$ cat src/rtl/memory_reader.sv
// memory_reader: sequential playback reader for the sample memory.
// Walks addresses 0..DEPTH-1 (wrapping) and keeps a two-entry prefetch
// buffer topped up so the serializer always finds a word waiting.
module memory_reader #(
  parameter int DEPTH      = 62500,
  parameter int ADDR_W     = 16,
  parameter int DATA_W     = 16,
  parameter int RD_LATENCY = 2
) (
  input  logic              clock,
  input  logic              reset,
  input  logic              enable,
  input  logic              restart,
  output logic [ADDR_W-1:0] mem_address,
  output logic              mem_rd_en,
  input  logic [DATA_W-1:0] mem_rdata,
  output logic [DATA_W-1:0] ser_data,
  output logic              ser_valid,
  input  logic              ser_ready,
  output logic              wrap,
  output logic              underrun
);

  typedef enum logic [1:0] {S_IDLE, S_FETCH, S_FULL} state_t;

  localparam logic [ADDR_W-1:0] LAST_ADDR = ADDR_W'(DEPTH - 1);

  state_t              st, nxt_st;
  // vld_pipe[0] tracks the read on the bus this cycle; vld_pipe[RD_LATENCY]
  // marks the cycle its data is on mem_rdata.
  logic [RD_LATENCY:0] vld_pipe;
  logic [ADDR_W-1:0]   nxt_addr;
  logic [DATA_W-1:0]   tail_q;
  logic [1:0]          cnt;
  logic [3:0]          inflight, occ;
  logic                issue, push, pop;

  assign push      = vld_pipe[RD_LATENCY];
  assign ser_valid = (cnt != 2'd0);
  assign pop       = ser_ready & ser_valid;
  // st is FETCH exactly in the cycle a registered read is on the bus
  assign mem_rd_en = (st == S_FETCH);

  // Occupancy = buffered words + reads still in the pipeline (pre-pop)
  always_comb begin
    inflight = '0;
    for (int i = 0; i <= RD_LATENCY; i++) inflight = inflight + 4'(vld_pipe[i]);
    occ = inflight + {2'b00, cnt};
  end

  // State register
  always_ff @(posedge clock or negedge reset) begin
    if (!reset) st <= S_IDLE;
    else        st <= nxt_st;
  end

  // Next state: re-derived every cycle from enable and occupancy
  always_comb begin
    nxt_st = S_IDLE;
    if (!restart && enable) nxt_st = (occ < 4'd2) ? S_FETCH : S_FULL;
  end

  // Output decode: a read is issued whenever we are heading into FETCH
  always_comb begin
    issue = (nxt_st == S_FETCH);
  end

  // Address generation and wrap pulse
  always_ff @(posedge clock or negedge reset) begin
    if (!reset) begin
      nxt_addr    <= '0;
      mem_address <= '0;
      wrap        <= 1'b0;
    end else if (restart) begin
      nxt_addr <= '0;
      wrap     <= 1'b0;
    end else begin
      wrap <= issue && (nxt_addr == LAST_ADDR);
      if (issue) begin
        mem_address <= nxt_addr;
        nxt_addr    <= (nxt_addr == LAST_ADDR) ? '0 : nxt_addr + 1'b1;
      end
    end
  end

  // In-flight valid shift pipeline; restart discards everything in flight
  always_ff @(posedge clock or negedge reset) begin
    if (!reset)        vld_pipe <= '0;
    else if (restart)  vld_pipe <= '0;
    else               vld_pipe <= {vld_pipe[RD_LATENCY-1:0], issue};
  end

  // Two-entry FIFO: ser_data is the registered head so it holds when empty
  always_ff @(posedge clock or negedge reset) begin
    if (!reset) begin
      cnt      <= '0;
      ser_data <= '0;
      tail_q   <= '0;
    end else if (restart) begin
      cnt <= '0;
    end else if (push && pop) begin
      if (cnt == 2'd1) ser_data <= mem_rdata;
      else begin
        ser_data <= tail_q;
        tail_q   <= mem_rdata;
      end
    end else if (push) begin
      if (cnt == 2'd0) ser_data <= mem_rdata;
      else             tail_q   <= mem_rdata;
      cnt <= cnt + 2'd1;
    end else if (pop) begin
      if (cnt == 2'd2) ser_data <= tail_q;
      cnt <= cnt - 2'd1;
    end
  end

  // Sticky underrun: serializer asked while nothing was waiting
  always_ff @(posedge clock or negedge reset) begin
    if (!reset) underrun <= 1'b0;
    else        underrun <= underrun | (ser_ready & ~ser_valid);
  end

endmodule

$ cat config.mk
export PLATFORM = sky130hd
export DESIGN_NAME = memory_reader
export DESIGN_NICKNAME = d
export VERILOG_FILES = /design/src/rtl/memory_reader.sv
export SDC_FILE = /design/constraint.sdc
export NUM_CORES = 1
export LEC_CHECK = 0
export CAP_MARGIN = 30
export CORE_AREA = 3 3 101 127
export CTS_CLUSTER_SIZE = 16
export DETAILED_ROUTE_END_ITERATION = 6
export DIE_AREA = 0 0 104 130
export GPL_TIMING_DRIVEN = 0
export SYNTH_ARGS = -nofsm -noshare
export SYNTH_HDL_FRONTEND = slang
export SYNTH_SLANG_ARGS = --single-unit
$ cat constraint.sdc
create_clock -name clock -period 4.2 [get_ports clock]
set_clock_uncertainty 0.1 [all_clocks]
set_input_delay 0.42 -clock clock [delete_from_list [all_inputs] [get_ports clock]]
set_output_delay 0.42 -clock clock [all_outputs]
set_load 0.005 [all_outputs]
==> results of run 1 <==
worst max-delay path, delay by kind of cell (launching register included):
kind            cells  cell delay [ns]
fa+ha+maj           2             0.89
buf+inv             2             0.65
simple gates        3             0.62
flops               1             0.43
compound gates      2             0.31
timing repair:
action,4_1_cts,5_1_grt
gates resized for setup,0,0
hold buffers,1,0
hold endpoints to repair,32,0
cells in the mapped netlist, types with 2 or more instances:
cell       n  share of area [%]
dfrtp_1   73                 54
nand2_1   68                7.6
o21ai_0   22                3.3
mux2i_1   18                5.4
mux2_2    17                5.7
a31oi_1   16                3.0
clkbuf_1  12                1.3
inv_1      8               0.89
nor2_1     8               0.89
nand3_1    6               0.89
nand4_1    6                1.1
nand3b_1   5                1.1
nor2b_1    5               0.93
ha_1       4                1.5
and3_1     3               0.56
nand2b_1   3               0.56
nor4_1     3               0.56
o211ai_1   3               0.67
or4_1      3               0.67
a21oi_1    2               0.30
a41oi_1    2               0.52
and2_1     2               0.37
buf_2      2               0.30
buf_4      2               0.45
fa_1       2                1.2
nor3_1     2               0.30
or3b_1     2               0.52
xnor2_1    2               0.52
xor2_1     2               0.52
cell type report:
class	instances	area (sq um)	share of cell area, %
Multi-Input combinational cell	222	1430	32.3
Tap cell	161	201	4.54
Buffer	17	73.8	1.66
Inverter	8	30.0	0.677
Clock inverter	6	42.5	0.959
Sequential cell	73	1830	41.2
Timing Repair Buffer	58	588	13.3
Clock buffer	10	239	5.39
power breakdown:
part	leakage [nW]	switching, W	internal [W]
Combinational	0.909	0.000238	0.000296
Clock	0.135	0.000302	0.000417
Sequential	1.00	0.0000794	0.000846
kinds of logic (layout without fill, tap and decap cells):
family                   count (synthesis)  in the layout
XOR/XNOR                                 4              4
flip-flops                              73             73
buffers and inverters                   25             99
AND/OR/NAND/NOR                        126            126
adder cells (fa/ha/maj)                  6              6
multiplexers                            35             35
AO/OA/AOI/OAI                           51             51
worst paths after layout:
path                               start               to  slack, ns  cells past startpoint
min in group asynchronous          reset     ser_data[13]       0.48                      2
worst max-delay path              cnt[0]      nxt_addr[9]       1.11                      9
worst max register to register    cnt[0]      nxt_addr[9]       1.11                      9
worst min register to register  underrun         underrun       0.37                      1
worst min-delay path            underrun         underrun       0.37                      1
max in group asynchronous          reset  mem_address[10]       2.94                      3
through the flow:
step	utilization, %	cell area [sq um]
6_report	38.0	4440
5_1_grt	38.0	4440
4_1_cts	38.0	4440
3_5_place_dp	35.5	4140
3_3_place_gp	35.4	4130
2_1_floorplan	-	3360
routing by layer:
metal  global-route usage (%)  up-vias  share of wire [%]
li1                         -     1267                  -
met3                     3.56       11                4.8
met5                        0        -                  0
met2                     21.4       90                 47
met1                     16.2     1282                 47
met4                     4.07        0                1.2
state kept, by name, indices dropped and copies added, names as in the netlist:
register     cells
ser_data        16
mem_address     16
nxt_addr        16
st               2
wrap             1
cnt              2
vld_pipe         3
underrun         1
tail_q          16
cells in the final DEF, fill, tap and decap left out, types with 2 or more instances in the layout:
| master | Yosys | final |
|---|---|---|
| dfrtp_1 | 73 | 73 |
| nand2_1 | 68 | 68 |
| clkdlybuf4s50_1 | 0 | 55 |
| o21ai_0 | 22 | 22 |
| mux2i_1 | 18 | 18 |
| mux2_2 | 17 | 17 |
| a31oi_1 | 16 | 16 |
| clkbuf_1 | 12 | 12 |
| clkbuf_16 | 0 | 9 |
| inv_1 | 8 | 8 |
| nor2_1 | 8 | 8 |
| nand3_1 | 6 | 6 |
| nand4_1 | 6 | 6 |
| nor2b_1 | 5 | 5 |
| nand3b_1 | 5 | 5 |
| ha_1 | 4 | 4 |
| nand2b_1 | 3 | 3 |
| buf_4 | 2 | 3 |
| or4_1 | 3 | 3 |
| nor4_1 | 3 | 3 |
| and3_1 | 3 | 3 |
| o211ai_1 | 3 | 3 |
| and2_1 | 2 | 2 |
| nor3_1 | 2 | 2 |
| buf_2 | 2 | 2 |
| a41oi_1 | 2 | 2 |
| xor2_1 | 2 | 2 |
| a21oi_1 | 2 | 2 |
| xnor2_1 | 2 | 2 |
| or3b_1 | 2 | 2 |
| fa_1 | 2 | 2 |
| clkinv_2 | 0 | 2 |
| clkinvlp_4 | 0 | 2 |
==> results.yml, run 1 <==
timing:
  tightest_slew_ns: 0.616
  hold_viol_final: 0
  slew_headroom_pct: 58.9
  fin_setup_tns_ns: 0
  slew_violations: 0
  rsz0062_at_grt: "false"
  fmax_ghz: 0.323
  setup-violations-final: 0
  final.hold.worst_slack_ns: 0.369
  setup_slack_ns: 1.11
  period_needed_ns: 3.09
  final.period_utilization_pct: 73.6
synthesis:
  synthXorXnorAreaFrac_pct: 1.04
  synth_nets: 347
  syn-instance-count: 320
  synthMuxAreaShare_pct: 11.0
  synth_top_family_by_area: "simple AND/OR/NAND/NOR gates"
  synth_area_sq_mm: 0.00336
  synth_edf_count: 0
  synth_compound_area_share_pct: 9.26
  ys_types: 46
  ys_seq_area_share_pct: 54.3
  synthAdderAreaFrac_pct: 2.68
  synth_area_per_cell_sq_um: 10.5
  yosys.area_share.simple_pct: 18.6
  async_flop_share_pct: 100
  synth_flop_cell: "dfrtp_1"
  yosys_warnings: 0
  yosys_register_bits: 73
die:
  dieArea_sq_mm: 0.0135
  initial_utilization_pct: 28.8
  ioPinCount: 57
  die_w_um: 104
  fp.dieH_um: 130
  rows: 44
  coreArea_sq_mm: 0.0117
placed_design:
  dp.cells: 538
  io_buffer_count: 56
  place.gp.congestion: 0.865
  hpwl_um: 5800
  place_ws_ns: 1.12
routing:
  dr.pass1.iters: 4
  wl_um: 8150
  vias: 2650
  drt-initial-drc-count: 94
  vias_per_cell: 4.77
  avgRoutedWirePerCell_um: 14.7
  ant_nets: 0
  drc: 0
cts:
  cts-root-buf: "clkbuf_16"
  clk_path_buf_depth: 2
  cts-buffers-inserted: 9
  post-cts-setup-buffer-count: 0
  cts_tree: "built"
  worstSkewPairLatency_ns: 0.33
  cts_sinks: 73
  path_clk_slew_ns: 0.06
  cts_max_level: 3
finish:
  final_net_count: 416
  insertedDiodeCount: 0
  instances_no_fill: 555
  nFillCells: 1195
  final_layout_size_suffix_gt1_share_pct: 11.2
  areaGrowthSynthToFinish_pct: 31.8
setup_path:
  worstPathArrival_ns: 3.24
  cp_slowest_cell: "fa_1"
  path_cells: "fa_1, and2_1, fa_1, nor2_1, nand3_1, inv_1, clkbuf_1, a31oi_1, a31oi_1"
  start_kind: "register"
  slowest_delay_ns: 0.46
  crit_type: "reg -> reg"
  endpoint_kind: "register"
  crit_path_max_fanout: 10
  critical_path_required_ns: 4.34
global_routing:
  antenna_found_initial: 0
  grt_overflow_total: 0
  grt_pass1_wl_um: 14100
  grt_max_degree: 42
  grt_usage_pct: 12.8
  grt_pass1_vias: 2802
pwr:
  p_leak_nw: 2.04
  total_power_w: 0.00218
  p_per_area_mw_per_mm2: 491
  ir_drop_mv: 0.265
run_status:
  status: "completed"
run:
  drv_cap: 0
min_path:
  hold_path_class: "reg -> reg"
No activity file was read; power rests on OpenSTA's default activity.
==> inputs of run 2 (changes only) <==
- clock period: 4.2 -> 2.9 ns (I/O delays scaled with it)
==> run 2 against run 1 <==
Global-route usage hardly changed; combinational power is 49% higher; sequential share of layout area is 0.30 points lower; critical path type unchanged; critical path depth is 1 lower; power is 46% higher; core utilization is 0.28 points higher; non-clock buffer count is 1 higher; flip-flop and latch count stayed put; first-iteration DRC count is 1.1% lower; clock power is 45% higher; cell count is 0.18% higher; routed wire length is 0.54% higher.
==> results.yml, run 2 (synthesized netlist as in run 1, its figures left out) <==
finish:
  regArea_sq_mm: 0.00183
  final_cell_mix: "dfrtp_1 (73), nand2_1 (68), clkdlybuf4s50_1 (55)"
  final_net_count: 417
  multiInputGateArea_sq_mm: 0.00145
  areaGrowthSynthToFinish_pct: 32.8
  final_layout_size_suffix_gt1_share_pct: 13.4
  final_common_cell: "dfrtp_1"
  finish.utilization_pct: 38.3
  final_cell_area_sq_mm: 0.00447
  nFillCells: 1197
  insertedDiodeCount: 0
routing:
  ant_nets: 0
  avgRoutedWirePerCell_um: 14.7
  drt-initial-drc-count: 93
  wl_um: 8200
  vias: 2670
  vias_per_cell: 4.80
  dr.pass1.iters: 4
  drc: 0
die:
  die_w_um: 104
  initial_utilization_pct: 28.8
  fp.dieH_um: 130
  rows: 44
  coreArea_sq_mm: 0.0117
  ioPinCount: 57
  dieArea_sq_mm: 0.0135
timing:
  setup-violations-final: 0
  period_needed_ns: 2.75
  final.period_utilization_pct: 94.7
  slew_violations: 0
  tightest_slew_ns: 0.593
  rsz0062_at_grt: "false"
  hold_viol_final: 0
  fmax_ghz: 0.364
  slew_headroom_pct: 60.0
run_status:
  status: "completed"
cts:
  cts_tree: "built"
  cts-root-buf: "clkbuf_16"
  path_clk_slew_ns: 0.06
  cts_max_level: 3
  clk_path_buf_depth: 2
  cts_sinks: 73
  worstSkewPairLatency_ns: 0.33
  cts-buffers-inserted: 9
setup_path:
  crit_path_max_fanout: 7
  start_kind: "register"
  path_cells: "fa_1, and2_1, fa_1, nor2_2, nand3_2, buf_4, or3b_1, mux2i_1"
  critical_path_required_ns: 3.05
  cp_top_family: "adder cells"
  cp_num_buf_inv: 1
  worstPathArrival_ns: 2.90
  crit_path_frequent_cell: "fa_1"
  slowest_delay_ns: 0.49
  r2r_slack_ns: 0.15
  crit_type: "reg -> reg"
  endpoint_kind: "register"
  cp_slowest_cell: "fa_1"
pwr:
  p_per_area_mw_per_mm2: 710
  ir_drop_mv: 0.378
  p_leak_nw: 2.07
global_routing:
  antenna_found_initial: 0
  grt_pass1_vias: 2824
  grt_pass1_wl_um: 14100
  grt_usage_pct: 12.8
  grt_max_degree: 42
  grt_overflow_total: 0
placed_design:
  hpwl_um: 5800
  placed_area_sq_mm: 0.00414
  place.gp.congestion: 0.865
  io_buffer_count: 56
run:
  drv_cap: 0
min_path:
  hold_path_class: "in -> async"
-- run 2: area by class of cell --
class,instances,share of cell area (%)
Buffer,16,1.76
Multi-Input combinational cell,222,32.4
Tap cell,161,4.51
Clock buffer,10,5.35
Clock inverter,6,0.952
Timing Repair Buffer,60,13.5
Inverter,8,0.672
Sequential cell,73,40.9
-- run 2: per-layer routing --
metal / track usage (%) / up-vias / part of all wire, %
li1: - / 1267 / -
met1: 16.1 / 1301 / 46
met2: 21.4 / 92 / 48
met3: 3.61 / 10 / 4.8
met4: 4.23 / 0 / 0.91
met5: 0 / - / 0
-- run 2: repair_timing --
item	4_1_cts	5_1_grt
pin swaps	0	1
gates resized for setup	5	6
setup endpoints to repair	27	15
endpoints found under the hold margin	32	0
buffers inserted	0	2
hold buffers	1	0
-- run 2: worst paths after layout --
path / to / from / cells past startpoint
worst max-delay path: nxt_addr[14] / cnt[0] / 8
worst max register to register: nxt_addr[14] / cnt[0] / 8
worst min-delay path: ser_data[13] / reset / 2
max in group asynchronous: mem_address[10] / reset / 3
worst min register to register: underrun / underrun / 1
min in group clock: underrun / underrun / 1
-- run 2: power breakdown --
part | internal (W) | switching, W | leakage (nW)
Clock | 0.000603 | 0.000434 | 0.135
Sequential | 0.00123 | 0.000116 | 1.00
Combinational | 0.000444 | 0.000352 | 0.931
Total | 0.00227 | 0.000902 | 2.07
-- run 2: through the flow --
step	power (W)	cells	setup TNS (ns)	hold WS (ns)	worst slack, ns
final	0.00317	556	0	0.348	0.154
after detailed placement	0.00215	538	-1.73	0.169	-0.179
after CTS	0.00321	555	0	0.357	0.0612
after global routing	0.00338	556	0	0.386	0.0227
after floorplan	0.00175	320	0	-0.106	0.280
after global placement	0.00211	537	-81.11	0.342	-1.09
==> inputs of run 3 (changes only) <==
- DONT_BUFFER_PORTS: default -> 1
- GPL_ROUTABILITY_DRIVEN: default -> 0
- clock period: 2.9 -> 2.36 ns (I/O delays scaled with it)
==> run 3 against run 2 <==
The flow now finishes with violations (setup timing); clock-buffer cell count rose by 1; via count is 1.9% lower; hold slack got worse by 0.34 ns; die area unchanged; core utilization grew 0.23 points; routed wire length up 4.7%; combinational power increased by 16%; non-clock buffer count is 28 lower; cell area up 0.59%; largest cell class unchanged.
==> results.yml, run 3 (synthesized netlist as in run 1, its figures left out) <==
run_status:
  violations: "setup timing"
  status: "complete, but fails checks"
die:
  die_w_um: 104
  dieArea_sq_mm: 0.0135
  rows: 44
  fp.dieH_um: 130
  ioPinCount: 57
  initial_utilization_pct: 28.8
  coreArea_sq_mm: 0.0117
pwr:
  p_int_w: 0.00287
  combPwrFrac_pct: 22.9
  ir_drop_mv: 0.469
  power_frac_seq_pct: 41.9
  clockPowerShare_pct: 35.2
  p_leak_nw: 2.11
  switchingPower_w: 0.00115
  p_sw_share_pct: 28.7
  p_per_area_mw_per_mm2: 894
setup_path:
  r2r_slack_ns: -0.23
  crit_path_max_fanout: 6
  critical_path_required_ns: 2.51
  endpoint_kind: "register"
  crit_type: "reg -> reg"
  crit_path_end: "nxt_addr[10]"
  worstPathArrival_ns: 2.74
  cp-startpoint: "vld_pipe[0]"
  slowest_delay_ns: 0.53
  path_cells: "fa_1, and2_4, fa_2, nor2_4, nand3_4, or4b_1, o21ai_1"
  cp_slowest_cell: "fa_1"
  reg2reg_depth: 7
  r2r_start: "vld_pipe[0]"
  start_kind: "register"
  rr_endpoint: "nxt_addr[10]"
finish:
  finish.utilization_pct: 38.5
  insertedDiodeCount: 0
  final_layout_size_suffix_gt1_share_pct: 25.9
  final_cell_area_sq_mm: 0.00449
  areaGrowthSynthToFinish_pct: 33.6
  final_cell_mix: "dfrtp_1 (73), nand2_1 (50), dlygate4sd3_1 (19)"
  final_common_cell: "dfrtp_1"
  final_net_count: 389
global_routing:
  grt_usage_pct: 12.3
  grt_pass1_vias: 2653
  met3_usage_pct: 4.55
  grt.busiest_layer: "met2"
  grt_overflow_total: 0
  grtUsageMet2_pct: 20.8
  antenna_found_initial: 0
  grt_use_met1_pct: 15.1
  grt_pass1_wl_um: 13500
  grt_max_degree: 74
cts:
  cts_tree: "built"
  cts-root-buf: "clkbuf_16"
  clk_path_buf_depth: 2
  cts_sinks: 73
  cts-buffers-inserted: 9
  path_clk_slew_ns: 0.06
  worstSkewPairLatency_ns: 0.33
  cts_max_level: 3
placed_design:
  placed_area_sq_mm: 0.00360
  io_buffer_count: 0
  hpwl_um: 5340
routing:
  dr.pass1.iters: 4
  vias_per_cell: 4.96
  vias: 2620
  wl_um: 8580
  avgRoutedWirePerCell_um: 16.3
  ant_nets: 0
  drc: 0
  drt-initial-drc-count: 151
timing:
  final.period_utilization_pct: 110
  hold_viol_final: 0
  slew_violations: 0
  setup_slack_ns: -0.229
  fmax_ghz: 0.386
  period_needed_ns: 2.59
  slew_headroom_pct: 60.3
  setup-violations-final: 34
  tightest_slew_ns: 0.587
  rsz0062_at_grt: "true"
run:
  drv_cap: 0
min_path:
  whs_path_depth: 2
  hold_path_class: "in -> reg"
run 3: cell count changes in the layout (fill, tap and decap cells not counted), moves of 5 or more:
| cell | delta |
|---|---|
| clkdlybuf4s50_1 | -55 |
| nand2_1 | -18 |
| buf_8 | +5 |
| dlygate4sd3_1 | +18 |
| buf_6 | +5 |
| nand2_2 | +15 |
run 3: critical path, delay by kind of cell (launching register included):
kind,cells,cell delay [ns]
and+or+nand+nor,4,0.92
AOI/OAI and AO/OA,1,0.10
adders and majority gates,2,1.00
DFF,1,0.39
run 3: power groups by stage:
| stage | Combinational, W | Sequential [W] | Clock [W] |
|---|---|---|---|
| detailed placement | 0.000635 | 0.00171 | 0 |
| global route | 0.00103 | 0.00172 | 0.00150 |
| floorplan | 0.000524 | 0.00166 | 0 |
| CTS | 0.000805 | 0.00168 | 0.00145 |
| finish | 0.000920 | 0.00168 | 0.00142 |
| global placement | 0.000612 | 0.00170 | 0 |
run 3: what timing repair did:
| item | 4_1_cts | 5_1_grt |
|---|---|---|
| hold endpoints to repair | 92 | 0 |
| endpoints found under the setup margin | 45 | 45 |
| gates resized for setup | 23 | 47 |
| pin swaps | 7 | 14 |
| cloned | 0 | 3 |
| setup buffers | 4 | 4 |
| hold buffers | 20 | 0 |
run 3: area by class of cell:
class | instances | area (sq um)
clock buffer | 11 | 253
tap | 161 | 201
sequential | 73 | 1830
fill | 1149 | 7180
multi-input combinational | 222 | 1590
buffer | 17 | 149
clock inverter | 5 | 62.6
inverter | 8 | 35.0
timing repair buffer | 31 | 375
run 3: metal layers:
layer / wire, um / vias to the layer above / share of wire [%]
met1: 3580 / 1304 / 42
met2: 4260 / 96 / 50
met5: 0 / - / 0
li1: - / 1213 / -
met3: 662 / 7 / 7.7
met4: 87 / 0 / 1.0
run 3: worst min-delay path by stage:
| stage | endpoint | startpoint | slack [ns] |
|---|---|---|---|
| after CTS | ser_data[11] | mem_rdata[11] | 0.0004 |
| after global placement | ser_data[11] | reset | -0.16 |
| final | ser_data[0] | mem_rdata[0] | 0.01 |
| after detailed placement | tail_q[13] | reset | -0.16 |
| after floorplan | cnt[0] | reset | -0.16 |
| after global routing | ser_data[7] | mem_rdata[7] | 0.01 |
run 3: per-stage QoR:
step	power (W)	setup WS [ns]	hold WS, ns	instances	TNS, ns
floorplan	0.00218	-0.0911	-0.160	320	-1.29
finish	0.00402	-0.229	0.0102	528	-5.06
CTS	0.00394	-0.236	0.000372	521	-4.08
detailed placement	0.00235	-0.474	-0.158	481	-11.14
global route	0.00425	-0.310	0.0124	528	-8.74
global placement	0.00231	-0.465	-0.158	481	-10.93
